===== src/rtl/deinterleave_pkg.sv =====
`default_nettype none
// ============================================================================
// deinterleave_pkg : shared mode type and address/width helpers
// Rev 1.0
// ============================================================================
package deinterleave_pkg;

  typedef enum logic {
    DEINT = 1'b0,
    INT   = 1'b1
  } mode_e;

  function automatic int cnt_w(input int x);
    return (x > 1) ? $clog2(x) : 1;
  endfunction

  // DEINT reads interleaved storage channel-major; INT reads channel-major storage interleaved.
  function automatic int perm_addr(input int c, input int n, input int iir, input int nn,
                                   input int mode);
    return (mode == int'(INT)) ? (c * nn + n) : (n * iir + c);
  endfunction

endpackage
`default_nettype wire


===== src/rtl/deinterleave_rd_addr_gen.sv =====
`default_nettype none
// ============================================================================
// deinterleave_rd_addr_gen : nested channel/sample read counters and address
// Rev 1.0
// ============================================================================
module deinterleave_rd_addr_gen
  import deinterleave_pkg::*;
#(
  parameter int IIR  = 3,
  parameter int N    = 10,
  parameter int MODE = 0,
  parameter int AW   = cnt_w(IIR * N),
  parameter int CW   = cnt_w(IIR)
) (
  input  logic          clk,
  input  logic          reset_n,
  input  logic          clear_i,
  input  logic          advance_i,
  output logic [AW-1:0] addr_o,
  output logic [CW-1:0] chan_o,
  output logic          last_o
);

  localparam int NW = cnt_w(N);

  logic [CW-1:0] rd_c_q, rd_c_d;
  logic [NW-1:0] rd_n_q, rd_n_d;
  logic          c_wrap;
  logic          n_wrap;

  assign c_wrap = (rd_c_q == CW'(IIR - 1));
  assign n_wrap = (rd_n_q == NW'(N - 1));

  // Channel counter is the inner loop when interleaving, the outer loop otherwise.
  always_comb begin
    rd_c_d = rd_c_q;
    rd_n_d = rd_n_q;
    if (clear_i) begin
      rd_c_d = '0;
      rd_n_d = '0;
    end else if (advance_i) begin
      if (MODE == int'(INT)) begin
        if (c_wrap) begin
          rd_c_d = '0;
          rd_n_d = n_wrap ? '0 : rd_n_q + 1'b1;
        end else begin
          rd_c_d = rd_c_q + 1'b1;
        end
      end else begin
        if (n_wrap) begin
          rd_n_d = '0;
          rd_c_d = c_wrap ? '0 : rd_c_q + 1'b1;
        end else begin
          rd_n_d = rd_n_q + 1'b1;
        end
      end
    end
  end

  always_ff @(posedge clk or negedge reset_n) begin
    if (!reset_n) begin
      rd_c_q <= '0;
      rd_n_q <= '0;
    end else begin
      rd_c_q <= rd_c_d;
      rd_n_q <= rd_n_d;
    end
  end

  assign addr_o = AW'(perm_addr(int'(rd_c_q), int'(rd_n_q), IIR, N, MODE));
  assign chan_o = rd_c_q;
  assign last_o = c_wrap && n_wrap;

endmodule
`default_nettype wire


===== src/rtl/deinterleave_block_pingpong_vector.sv =====
`default_nettype none
// ============================================================================
// deinterleave_block_pingpong_vector : V-lane block (de)interleaver, ping-pong banks
// Rev 1.0
// ============================================================================
module deinterleave_block_pingpong_vector
  import deinterleave_pkg::*;
#(
  parameter int BITS = 8,
  parameter int IIR  = 3,
  parameter int N    = 10,
  parameter int V    = 2,
  parameter int MODE = 0,
  localparam int CW  = cnt_w(IIR)
) (
  input  logic            clk,
  input  logic            reset_n,
  input  logic            flush,
  input  logic            in_valid,
  output logic            in_ready,
  input  logic            in_last,
  input  logic [BITS-1:0] data_in [V],
  output logic            out_valid,
  input  logic            out_ready,
  output logic [BITS-1:0] data_out [V],
  output logic [CW-1:0]   out_chan,
  output logic            out_last,
  output logic            frame_err
);

  localparam int L  = IIR * N;
  localparam int AW = cnt_w(L);
  localparam int DW = V * BITS;

  logic [DW-1:0] mem_q [2][L];

  logic [AW-1:0] wr_cnt_q, wr_cnt_d;
  logic          wr_bank_q, wr_bank_d;
  logic          rd_bank_q, rd_bank_d;
  logic [1:0]    full_q, full_d;
  logic          out_valid_q;
  logic          out_last_q;
  logic [CW-1:0] out_chan_q;
  logic [DW-1:0] dout_q;
  logic          frame_err_q;

  logic [DW-1:0] din_w;
  logic [DW-1:0] rd_word;
  logic [AW-1:0] rd_addr;
  logic [CW-1:0] rd_chan;
  logic          rd_last;
  logic          accept;
  logic          load;
  logic          wr_last;

  for (genvar g = 0; g < V; g++) begin : g_lane
    assign din_w[g*BITS +: BITS] = data_in[g];
    assign data_out[g]           = dout_q[g*BITS +: BITS];
  end

  assign in_ready = !full_q[wr_bank_q] && !flush;
  assign accept   = in_valid && in_ready;
  assign wr_last  = (wr_cnt_q == AW'(L - 1));
  assign load     = full_q[rd_bank_q] && (!out_valid_q || out_ready) && !flush;

  deinterleave_rd_addr_gen #(
    .IIR  (IIR),
    .N    (N),
    .MODE (MODE),
    .AW   (AW),
    .CW   (CW)
  ) u_rd_addr (
    .clk       (clk),
    .reset_n   (reset_n),
    .clear_i   (flush),
    .advance_i (load),
    .addr_o    (rd_addr),
    .chan_o    (rd_chan),
    .last_o    (rd_last)
  );

  always_ff @(posedge clk) begin
    if (accept) begin
      mem_q[wr_bank_q][wr_cnt_q] <= din_w;
    end
  end

  assign rd_word = mem_q[rd_bank_q][rd_addr];

  // Writer only ever sets a non-full bank and the reader only clears a full one,
  // so both updates can land on the same edge without conflict.
  always_comb begin
    wr_cnt_d  = wr_cnt_q;
    wr_bank_d = wr_bank_q;
    rd_bank_d = rd_bank_q;
    full_d    = full_q;
    if (accept) begin
      if (wr_last) begin
        full_d[wr_bank_q] = 1'b1;
        wr_bank_d         = ~wr_bank_q;
        wr_cnt_d          = '0;
      end else begin
        wr_cnt_d = wr_cnt_q + 1'b1;
      end
    end
    if (load && rd_last) begin
      full_d[rd_bank_q] = 1'b0;
      rd_bank_d         = ~rd_bank_q;
    end
  end

  always_ff @(posedge clk or negedge reset_n) begin
    if (!reset_n) begin
      wr_cnt_q    <= '0;
      wr_bank_q   <= 1'b0;
      rd_bank_q   <= 1'b0;
      full_q      <= '0;
      out_valid_q <= 1'b0;
      out_last_q  <= 1'b0;
      out_chan_q  <= '0;
      dout_q      <= '0;
      frame_err_q <= 1'b0;
    end else if (flush) begin
      wr_cnt_q    <= '0;
      wr_bank_q   <= 1'b0;
      rd_bank_q   <= 1'b0;
      full_q      <= '0;
      out_valid_q <= 1'b0;
      out_last_q  <= 1'b0;
      out_chan_q  <= '0;
      dout_q      <= '0;
      frame_err_q <= 1'b0;
    end else begin
      wr_cnt_q    <= wr_cnt_d;
      wr_bank_q   <= wr_bank_d;
      rd_bank_q   <= rd_bank_d;
      full_q      <= full_d;
      // in_last is advisory: a mismatch is flagged but never resynchronises wr_cnt.
      frame_err_q <= accept && (in_last != wr_last);
      if (load) begin
        out_valid_q <= 1'b1;
        dout_q      <= rd_word;
        out_chan_q  <= rd_chan;
        out_last_q  <= rd_last;
      end else if (out_valid_q && out_ready) begin
        out_valid_q <= 1'b0;
      end
    end
  end

  assign out_valid = out_valid_q;
  assign out_last  = out_last_q;
  assign out_chan  = out_chan_q;
  assign frame_err = frame_err_q;

endmodule
`default_nettype wire

===== config.mk =====
export PLATFORM = sky130hd
export DESIGN_NAME = deinterleave_block_pingpong_vector
export DESIGN_NICKNAME = d
export VERILOG_FILES = /design/src/rtl/deinterleave_pkg.sv /design/src/rtl/deinterleave_rd_addr_gen.sv /design/src/rtl/deinterleave_block_pingpong_vector.sv
export SDC_FILE = /design/constraint.sdc
export NUM_CORES = 1
export LEC_CHECK = 0
export ABC_AREA = 0
export CAP_MARGIN = 20
export CORE_MARGIN = 10
export CORE_UTILIZATION = 55
export DETAILED_ROUTE_END_ITERATION = 7
export PLACE_DENSITY = 0.76
export SLEW_MARGIN = 20
export SYNTH_ARGS = -nofsm -noshare
export SYNTH_HDL_FRONTEND = slang
export SYNTH_SLANG_ARGS = --single-unit

===== constraint.sdc =====
create_clock -name clk -period 11.3 [get_ports clk]
set_clock_uncertainty 0.2 [all_clocks]
set_input_delay 1.695 -clock clk [delete_from_list [all_inputs] [get_ports clk]]
set_output_delay 1.695 -clock clk [all_outputs]
set_load 0.01 [all_outputs]

# Word-level counts from Yosys, hierarchy flattened
# Memories as Yosys holds them, arrays and structs flattened.
# Cells that the tools add are included.
[word_totals]
regBits = 36
output_inout_bits = 22
n_memories = 1
ramBits = 960
[classes]
n_bitwise = 7
addsub = 4
n_mux = 44
reduce_logical = 23
magnitude_cmp = 7
multipliers = 1
eq_ne = 4
[mem_list]
columns = ["memory", "depth", "word_bits", "rd", "rd_clocked_by_memory_dff", "wr", "line_no", "source"]
rows = [
  ["mem_q", 2, 480, 1, 0, 1, "deinterleave_block_pingpong_vector.sv:35", "logic [DW-1:0] mem_q [2][L];"],
]
[ops]
columns = ["cell", "count"]
rows = [
  ["2-to-1 mux 480 bit", 1],
  ["binary-select mux 16 bit (select 5 bit)", 1],
  ["demux 16 bit (select 5 bit)", 1],
  ["2-to-1 mux 16 bit", 5],
  ["2-to-1 mux 2 bit", 10],
  ["2-to-1 mux 1 bit", 18],
  ["2-to-1 mux 5 bit", 3],
  ["greater-or-equal comparator 6 bit, second input constant", 2],
  ["2-to-1 mux 4 bit", 3],
  ["NOT 5 -> 6 bit", 2],
  ["logical AND 1 bit", 11],
  ["nonzero test 2 bit", 5],
  ["< comparator 6 x 1 -> 1 bit, second input constant", 1],
  ["adder 5 x 1 -> 5 bit, second input constant", 1],
  ["adder 5 x 3 -> 5 bit", 1],
  ["== test 5 bit, second input constant", 1],
  ["multiplier 4 x 2 -> 5 bit, second input constant", 1],
  ["adder 4 x 1 -> 4 bit, second input constant", 1],
  ["== test 4 bit, second input constant", 1],
  ["< comparator 1 x 2 -> 1 bit, second input constant", 2],
  ["AND reduction 2 bit", 2],
  ["zero test 1 bit", 3],
  ["nonzero test 3 bit", 1],
  ["adder 2 x 1 -> 2 bit, second input constant", 1],
  ["9 further kinds", 12],
]

# Longest topological paths before layout
# Gate-level depths: netlist of run 1.
[logic_depth]
depth_word = 10
depth_mapped = 14
mapped_depth_nobuf = 11

# Modules after synthesis
# From an unflattened synthesis of run 1, not the netlist that was laid out.
[unflattened]
cells_unflattened = 1885
hier_area_um2 = 39093.7
[modules_own_cells]
columns = ["mod", "area_per_inst_um2", "cells_each", "n_inst"]
rows = [
  ["deinterleave_block_pingpong_vector", 38598.3, 1830, 1],
  ["deinterleave_rd_addr_gen", 495.5, 55, 1],
]

# Worst setup path before layout of run 1
# OpenSTA, ideal clock, no wires.
[synth_timing]
path_kind = "input-to-reg"
startpoint = "in flush"
endpoint = "mem mem_q[0][144] (netlist bit) (enable)"
path_slack_ns = 7.181
required_time_ns = 10.711
cell_stages = 5
setup_time_ns = 0.389
arrival_time_ns = 3.530
path_buffers = 0
path_cell_list = "a211oi_1 > nand2_1 > nor2_1 > nand2_1 > nor2_1"
[synth_via]
elab_chain_cells = 5
[synth_lines]
columns = ["element", "line_no", "source"]
rows = [
  ["start: declaration", "deinterleave_block_pingpong_vector.sv:18", "input logic flush,"],
  ["zero test 1 bit", "deinterleave_block_pingpong_vector.sv:61", "assign in_ready = !full_q[wr_bank_q] && !flush;"],
  ["logical AND 1 bit", "deinterleave_block_pingpong_vector.sv:61", ""],
  ["logical AND 1 bit", "deinterleave_block_pingpong_vector.sv:62", "assign accept = in_valid && in_ready;"],
  ["2-to-1 mux 1 bit", "deinterleave_block_pingpong_vector.sv:83", "if (accept) begin"],
  ["2-to-1 mux 480 bit (implied by the code)", "deinterleave_block_pingpong_vector.sv:84", "mem_q[wr_bank_q][wr_cnt_q] <= din_w;"],
  ["end: declaration", "deinterleave_block_pingpong_vector.sv:35", ""],
]
# Every way passes these cells.

# Worst setup path after layout of run 1
[layout_timing]
startpoint = "in flush"
endpoint = "out in_ready"
[layout_via]
elab_chain_cells = 2
[layout_lines]
columns = ["element", "line_no", "source"]
rows = [
  ["zero test 1 bit", "deinterleave_block_pingpong_vector.sv:61", ""],
  ["logical AND 1 bit", "deinterleave_block_pingpong_vector.sv:61", ""],
  ["end: declaration", "deinterleave_block_pingpong_vector.sv:20", "output logic in_ready,"],
]
# Every way passes these cells.

==> impl_metrics.tcl, run 1 <==
set metrics [dict create \
    outcome "finished, final reports clean" \
    hold_path_depth 1 \
    track_usage_pct 22.7 \
    dr.pass1.iters 6 \
    crit_fanout 24 \
    fp.dieW_um 285 \
    postSynth.asyncResetShare_pct 3.61 \
    grt_pass1_wl_um 136000 \
    met2_usage_pct 34.2 \
    finalPower_mw 7.44 \
    drt-total-wl_um 92300 \
    wl_per_cell_um 31.0 \
    cts_made_buffers 97 \
    cts.repair.resized 0 \
    crit_type "in2out" \
    synth_area_leader_cell "edfxtp_1" \
    critical_path.cell_chain "clkdlybuf4s50_1, a211oi_1, clkdlybuf4s50_1" \
    slowest_delay_ns 0.88 \
    vias 19650 \
    ys_types 58 \
    drc 0 \
    irDropWorstVdd_mv 0.129 \
    clkLatencyLatePin_ns 0.67 \
    yosysWarnings 0 \
    dieArea_um2 81400 \
    grt_pass1_vias 19667 \
    end_kind "output port" \
    path_common_cell "clkdlybuf4s50_1" \
    dp_hpwl_um 51600 \
    ys_ff_latch 996 \
    post-route-period-util_pct 51.8 \
    cap_violations 0 \
    setup_viol 0 \
    ctsHoldBuffers 0 \
    coreArea_um2 69900 \
    drtAntennaViolNets 0 \
    die_y_um 285 \
    path_buf_inv 2 \
    cts_tree "yes" \
    synth_cells 1831 \
    crit_family "buffers and inverters" \
    drive_gt1_share_pct 23.1 \
    portBuffers 43 \
    insertedDiodeCount 0 \
    post-route-min-period_ns 5.85 \
    yosysTopAreaCellShare_pct 74.4 \
    place.gp.congestion 0.941 \
    ff2ff_path_depth 11 \
    start_util_pct 55.4 \
    leakage_nw 13.5 \
    antenna_found_initial 1 \
    critPathArrivalTime_ns 3.96 \
    rsz0062_at_grt "false" \
    syn-mean-instance-area_um2 21.2 \
    synth-seq-area-share_pct 76.7 \
    slew_headroom_pct 27.2 \
    grt_overflow 0 \
    grt-busiest-layer "met2" \
    first_iter_violations 2985 \
    fillers 4657 \
    p_per_area_nw_per_um2 171 \
    crit_path_start_kind "input pin" \
    slew_violations 0 \
    synth-main-ff-cell "edfxtp_1" \
    placementRows 97 \
    hold_viol_final 0 \
    grt_util_met3_pct 5.46 \
    post-route-util_pct 62.4 \
    io_pins 44 \
    fin_nets 1997 \
    cpMaxStageDelayCell "clkdlybuf4s50_1" \
    min_path_type "reg2reg" \
    grt_start_max_net_pins 122 \
    syn_area_um2 38700 \
    clk_pin_slew_ns 0.06 \
    tightest_slew_ns 1.09 \
    root_buffer "clkbuf_16" \
    htree_levels 3 \
    area_growth_pct 12.6 \
    grt_use_met1_pct 32.0 \
    critical_path_required_ns 9.41 \
    cts_setup_buffers 0 \
    synth_fp_nets 1868 \
    clock.fmax_mhz 171 \
    synth_edf_count 960 \
    cp.depth 3 \
    via_per_inst 6.60 \
    cts.sinks 996 \
    tns_ns 0 \
    ys_top_cells_by_area "edfxtp_1 74%, mux4_2 13%, dfrtp_1 2.3%, mux2i_1 1.9%, nor2_1 0.89%" \
    cts_buffer_depth 3 \
]
routing by layer:
| metal | vias up | wire length [um] |
|---|---|---|
| met5 | - | 13 |
| met4 | 2 | 3570 |
| met1 | 10260 | 34600 |
| li1 | 7917 | - |
| met2 | 1257 | 43400 |
| met3 | 214 | 10700 |
through the flow:
| stage | hold WS (ns) | instance area [um2] | cells | worst slack, ns |
|---|---|---|---|---|
| after global placement | 0.268 | 40400 | 2801 | 5.68 |
| after detailed placement | 0.288 | 40400 | 2801 | 5.57 |
| after floorplan | 0.318 | 38700 | 1831 | 7.18 |
| after CTS | 0.303 | 43600 | 2978 | 5.56 |
| after global routing | 0.312 | 43600 | 2978 | 5.39 |
| final | 0.299 | 43600 | 2978 | 5.45 |
cell usage in the layout, fill, tap and decap left out, types with 4 or more instances in the layout:
cell type / n
edfxtp_1: 960
mux4_2: 220
clkbuf_16: 100
nor2_1: 92
buf_4: 85
mux2i_1: 75
nand2_1: 47
a21oi_1: 41
dfrtp_1: 35
a22oi_1: 32
o21ai_0: 29
clkdlybuf4s50_1: 26
nand3_1: 21
clkbuf_1: 21
clkinv_1: 16
o22ai_1: 14
a211oi_1: 13
bufinv_16: 13
inv_1: 12
nor3_1: 12
nor2b_1: 11
ha_1: 11
clkinv_2: 11
o221ai_1: 10
buf_2: 9
a32oi_1: 7
a221oi_1: 7
clkinvlp_4: 7
nand3b_1: 6
and2_1: 6
a21o_1: 5
inv_6: 5
mux2_2: 4
a221o_1: 4
a31oi_1: 4
final timing paths:
kind                                                      start                         endpoint  slack (ns)
worst max-delay path                                      flush                         in_ready        5.45
worst min-delay path                       out_last$_DFFE_PN0P_             out_last$_DFFE_PN0P_        0.30
worst max register to register  u_rd_addr.rd_n_q[0]$_DFFE_PN0P_            dout_q[4]$_DFFE_PN0P_        6.04
worst min register to register             out_last$_DFFE_PN0P_             out_last$_DFFE_PN0P_        0.30
max in group asynchronous                               reset_n            rd_bank_q$_DFFE_PN0P_        9.34
min in group asynchronous                               reset_n  u_rd_addr.chan_o[1]$_DFFE_PN0P_        0.94
Yosys cell counts, types with 16 or more instances:
library cell,number
nand2_1,47
buf_2,26
nor2_1,92
buf_4,16
mux4_2,220
a21oi_1,41
o21ai_0,29
clkbuf_1,28
mux2i_1,75
buf_6,16
dfrtp_1,36
edfxtp_1,960
a22oi_1,32
nand3_1,21
power breakdown:
group	switching [mW]	total, mW	internal, mW
clock	1.35	3.28	1.93
combinational	0.0872	0.103	0.0161
sequential	0.00333	4.06	4.05
kinds of logic (layout without fill, tap and decap cells):
kind of cell / Yosys count / in the layout / synth area share [%]
AO/OA/AOI/OAI: 190 / 190 / 3.36
flip-flops: 996 / 996 / 76.7
AND/OR/NAND/NOR: 219 / 219 / 2.58
buffers and inverters: 105 / 312 / 1.65
adder cells (fa/ha/maj): 15 / 15 / 0.523
multiplexers: 302 / 302 / 15.0
XOR/XNOR: 4 / 4 / 0.0905
worst reg2reg max path: cells and delay by family, from the launching register on:
family | cells | cell delay [ns]
buffers and inverters | 3 | 1.06
AO/OA/AOI/OAI | 3 | 1.05
AND/OR/NAND/NOR | 3 | 1.11
adder cells (fa/ha/maj) | 2 | 1.31
flip-flops | 1 | 0.48
sequential cells by signal (all words and copies together), names as in the netlist:
| register | flops |
|---|---|
| full_q | 2 |
| frame_err | 1 |
| rd_bank_q | 1 |
| u_rd_addr.chan_o | 2 |
| out_valid | 1 |
| mem_q | 960 |
| dout_q | 16 |
| wr_cnt_q | 5 |
| out_chan | 2 |
| out_last | 1 |
| wr_bank_q | 1 |
| u_rd_addr.rd_n_q | 4 |
area by class of cell:
type	instances	area, um2	area share, %
clock buffer	122	2590	5.95
sequential	996	29700	68.2
inverter	12	45.0	0.103
tap	940	1180	2.70
timing repair buffer	123	1000	2.30
clock inverter	55	657	1.51
multi-input combinational	730	8420	19.3
No activity file was read; power rests on OpenSTA's default activity.
==> inputs of run 2 (changes only) <==
--- a/config.mk
+++ b/config.mk
@@ -10,7 +10,7 @@
 export CORE_MARGIN = 10
 export CORE_UTILIZATION = 55
 export DETAILED_ROUTE_END_ITERATION = 7
-export PLACE_DENSITY = 0.76
+export PLACE_DENSITY = 0.79
 export SLEW_MARGIN = 20
 export SYNTH_ARGS = -nofsm -noshare
 export SYNTH_HDL_FRONTEND = slang
==> constraint.sdc (replaced) <==
create_clock -name clk -period 5.3 [get_ports clk]
set_clock_uncertainty 0.2 [all_clocks]
set_input_delay 0.795 -clock clk [delete_from_list [all_inputs] [get_ports clk]]
set_output_delay 0.795 -clock clk [all_outputs]
set_load 0.01 [all_outputs]
==> run 2 against run 1 <==
Register-to-register slack lost 5.5 ns. Global-route usage grew 0.60 points. Utilization hardly changed. Flip-flop and latch count unchanged. Via count increased by 1.4%. Routed wire length is 2.8% higher. Critical path type is now reg2reg. Critical endpoint is now dout_q[4]$_DFFE_PN0P_.
==> impl_metrics.tcl, run 2 (same netlist as run 1, synthesis figures left out) <==
set metrics [dict create \
    cts.sinks 996 \
    cts_tree "yes" \
    dieArea_um2 81400 \
    p_per_area_nw_per_um2 353 \
    crit_fanout 18 \
    area_growth_pct 12.7 \
    end_kind "register" \
    root_buffer "clkbuf_16" \
    clk_pin_slew_ns 0.06 \
    crit_path_start_kind "register" \
    tightest_slew_ns 1.16 \
    placementRows 97 \
    met2_usage_pct 36.2 \
    clock.fmax_mhz 212 \
    io_pins 44 \
    drtAntennaViolNets 0 \
    cts_made_buffers 96 \
    irDropWorstVdd_mv 0.278 \
    leakage_nw 13.5 \
    vias 19918 \
    track_usage_pct 23.3 \
    grt_pass1_wl_um 139000 \
    outcome "finished, final reports clean" \
    clkLatencyLatePin_ns 0.68 \
    grt_util_met3_pct 6.67 \
    top_regs "mem_q x960, dout_q x16, wr_cnt_q x5" \
    fillers 4552 \
    finalPower_mw 15.4 \
    tns_ns 0 \
    reg2reg_from "u_rd_addr.rd_n_q[0]$_DFFE_PN0P_" \
    rrSetupSlack_ns 0.58 \
    drc 0 \
    grt_pass1_vias 20004 \
    critPathArrivalTime_ns 5.12 \
    rsz0062_at_grt "false" \
    cts_setup_buffers 0 \
    place.gp.congestion 0.964 \
    slew_headroom_pct 22.0 \
    cts.repair.resized 0 \
    coreArea_um2 69900 \
    ctsHoldBuffers 0 \
    grt_start_max_net_pins 62 \
    cts_buffer_depth 3 \
    post-route-min-period_ns 4.72 \
    slew_violations 0 \
    critical_path_required_ns 5.70 \
    drive_gt1_share_pct 23.6 \
    die_y_um 285 \
    ff2ff_path_depth 11 \
    cap_violations 0 \
    mostFrequentLayoutCells "960 x edfxtp_1, 220 x mux4_2, 105 x buf_4, 98 x clkbuf_16, 92 x nor2_1" \
    htree_levels 3 \
    post-route-period-util_pct 89.1 \
    crit_type "reg2reg" \
    insertedDiodeCount 0 \
    grt_overflow 0 \
    via_per_inst 6.63 \
    setup_viol 0 \
    mostFrequentLayoutCell "edfxtp_1" \
    largest_register_ffs 960 \
    wl_per_cell_um 31.6 \
    dr.pass1.iters 7 \
    antenna_found_initial 2 \
    largest_register "mem_q" \
    drt-total-wl_um 94900 \
    grt-busiest-layer "met2" \
    start_util_pct 55.4 \
    portBuffers 43 \
    min_path_type "in2async" \
    fp.dieW_um 285 \
    multi_input_area_um2 8410 \
    first_iter_violations 3120 \
    dp_hpwl_um 54900 \
    hold_viol_final 0 \
    reg2reg_to "dout_q[4]$_DFFE_PN0P_" \
    seq_area_um2 29700 \
    grt_use_met1_pct 31.1 \
    fin_nets 2020 \
]
-- run 2: cell types whose count changed in the layout (fill, tap and decap cells not counted), moves of 2 or more --
cell        change
clkinv_1        +7
inv_6           -4
buf_4          +20
clkbuf_16       -2
clkbuf_8        +5
a2111oi_0       +2
a2111oi_1       -2
buf_2           -2
bufinv_16       -9
buf_12          +5
clkinv_8        +2
clkinvlp_4      -2
-- run 2: critical path, stage by stage (launching register included) --
cell and delay (ns):
dfrtp_1 0.47, inv_1 0.12, fa_1 0.52, inv_1 0.07, ha_4 0.17, fa_2 0.81, nor2b_2 0.90, a22oi_1 0.16
nand3_1 0.14, nand2_1 0.07, a211oi_1 0.79, a221o_1 0.22
-- run 2: worst max path at each step --
stage,start,to,slack (ns),depth (start not counted)
after detailed placement,u_rd_addr.rd_n_q[0]$_DFFE_PN0P_,dout_q[4]$_DFFE_PN0P_,0.95,11
after CTS,u_rd_addr.rd_n_q[0]$_DFFE_PN0P_,dout_q[4]$_DFFE_PN0P_,0.90,11
final,u_rd_addr.rd_n_q[0]$_DFFE_PN0P_,dout_q[4]$_DFFE_PN0P_,0.58,11
after global routing,u_rd_addr.rd_n_q[0]$_DFFE_PN0P_,dout_q[4]$_DFFE_PN0P_,0.59,11
after global placement,u_rd_addr.rd_n_q[0]$_DFFE_PN0P_,dout_q[4]$_DFFE_PN0P_,1.09,11
after floorplan,u_rd_addr.chan_o[1]$_DFFE_PN0P_,dout_q[9]$_DFFE_PN0P_,1.65,12
-- run 2: report_power, final --
group / switching, mW / internal, mW / leakage, nW / total, mW
Clock: 2.87 / 3.68 / 1.46 / 6.56
Sequential: 0.00717 / 8.64 / 9.13 / 8.65
Combinational: 0.184 / 0.0358 / 2.92 / 0.220
Total: 3.06 / 12.4 / 13.5 / 15.4
-- run 2: stage by stage --
stage	worst slack, ns	cell area [um2]	hold WS (ns)	util (%)	std cells
6_report	0.580	43700	0.0450	62.5	3002
5_1_grt	0.585	43700	0.0682	62.5	3002
4_1_cts	0.904	43600	0.0267	62.3	3000
3_5_place_dp	0.955	40600	0.303	58.0	2823
3_3_place_gp	1.09	40600	0.280	58.0	2823
2_1_floorplan	1.65	38700	0.299	-	1831
-- run 2: layout make-up --
| class | count | share of cell area, % |
|---|---|---|
| repair buffers | 147 | 2.91 |
| flip-flops and latches | 996 | 68.1 |
| multi-input cells | 730 | 19.3 |
| well taps | 940 | 2.69 |
| inverters | 12 | 0.103 |
| clock buffers | 126 | 6.00 |
| clock inverters | 51 | 0.920 |
-- run 2: per-layer routing --
| layer | vias up | wire (um) |
|---|---|---|
| met1 | 10318 | 34300 |
| met3 | 279 | 11200 |
| met5 | - | 31 |
| met2 | 1349 | 45200 |
| li1 | 7968 | - |
| met4 | 4 | 4200 |
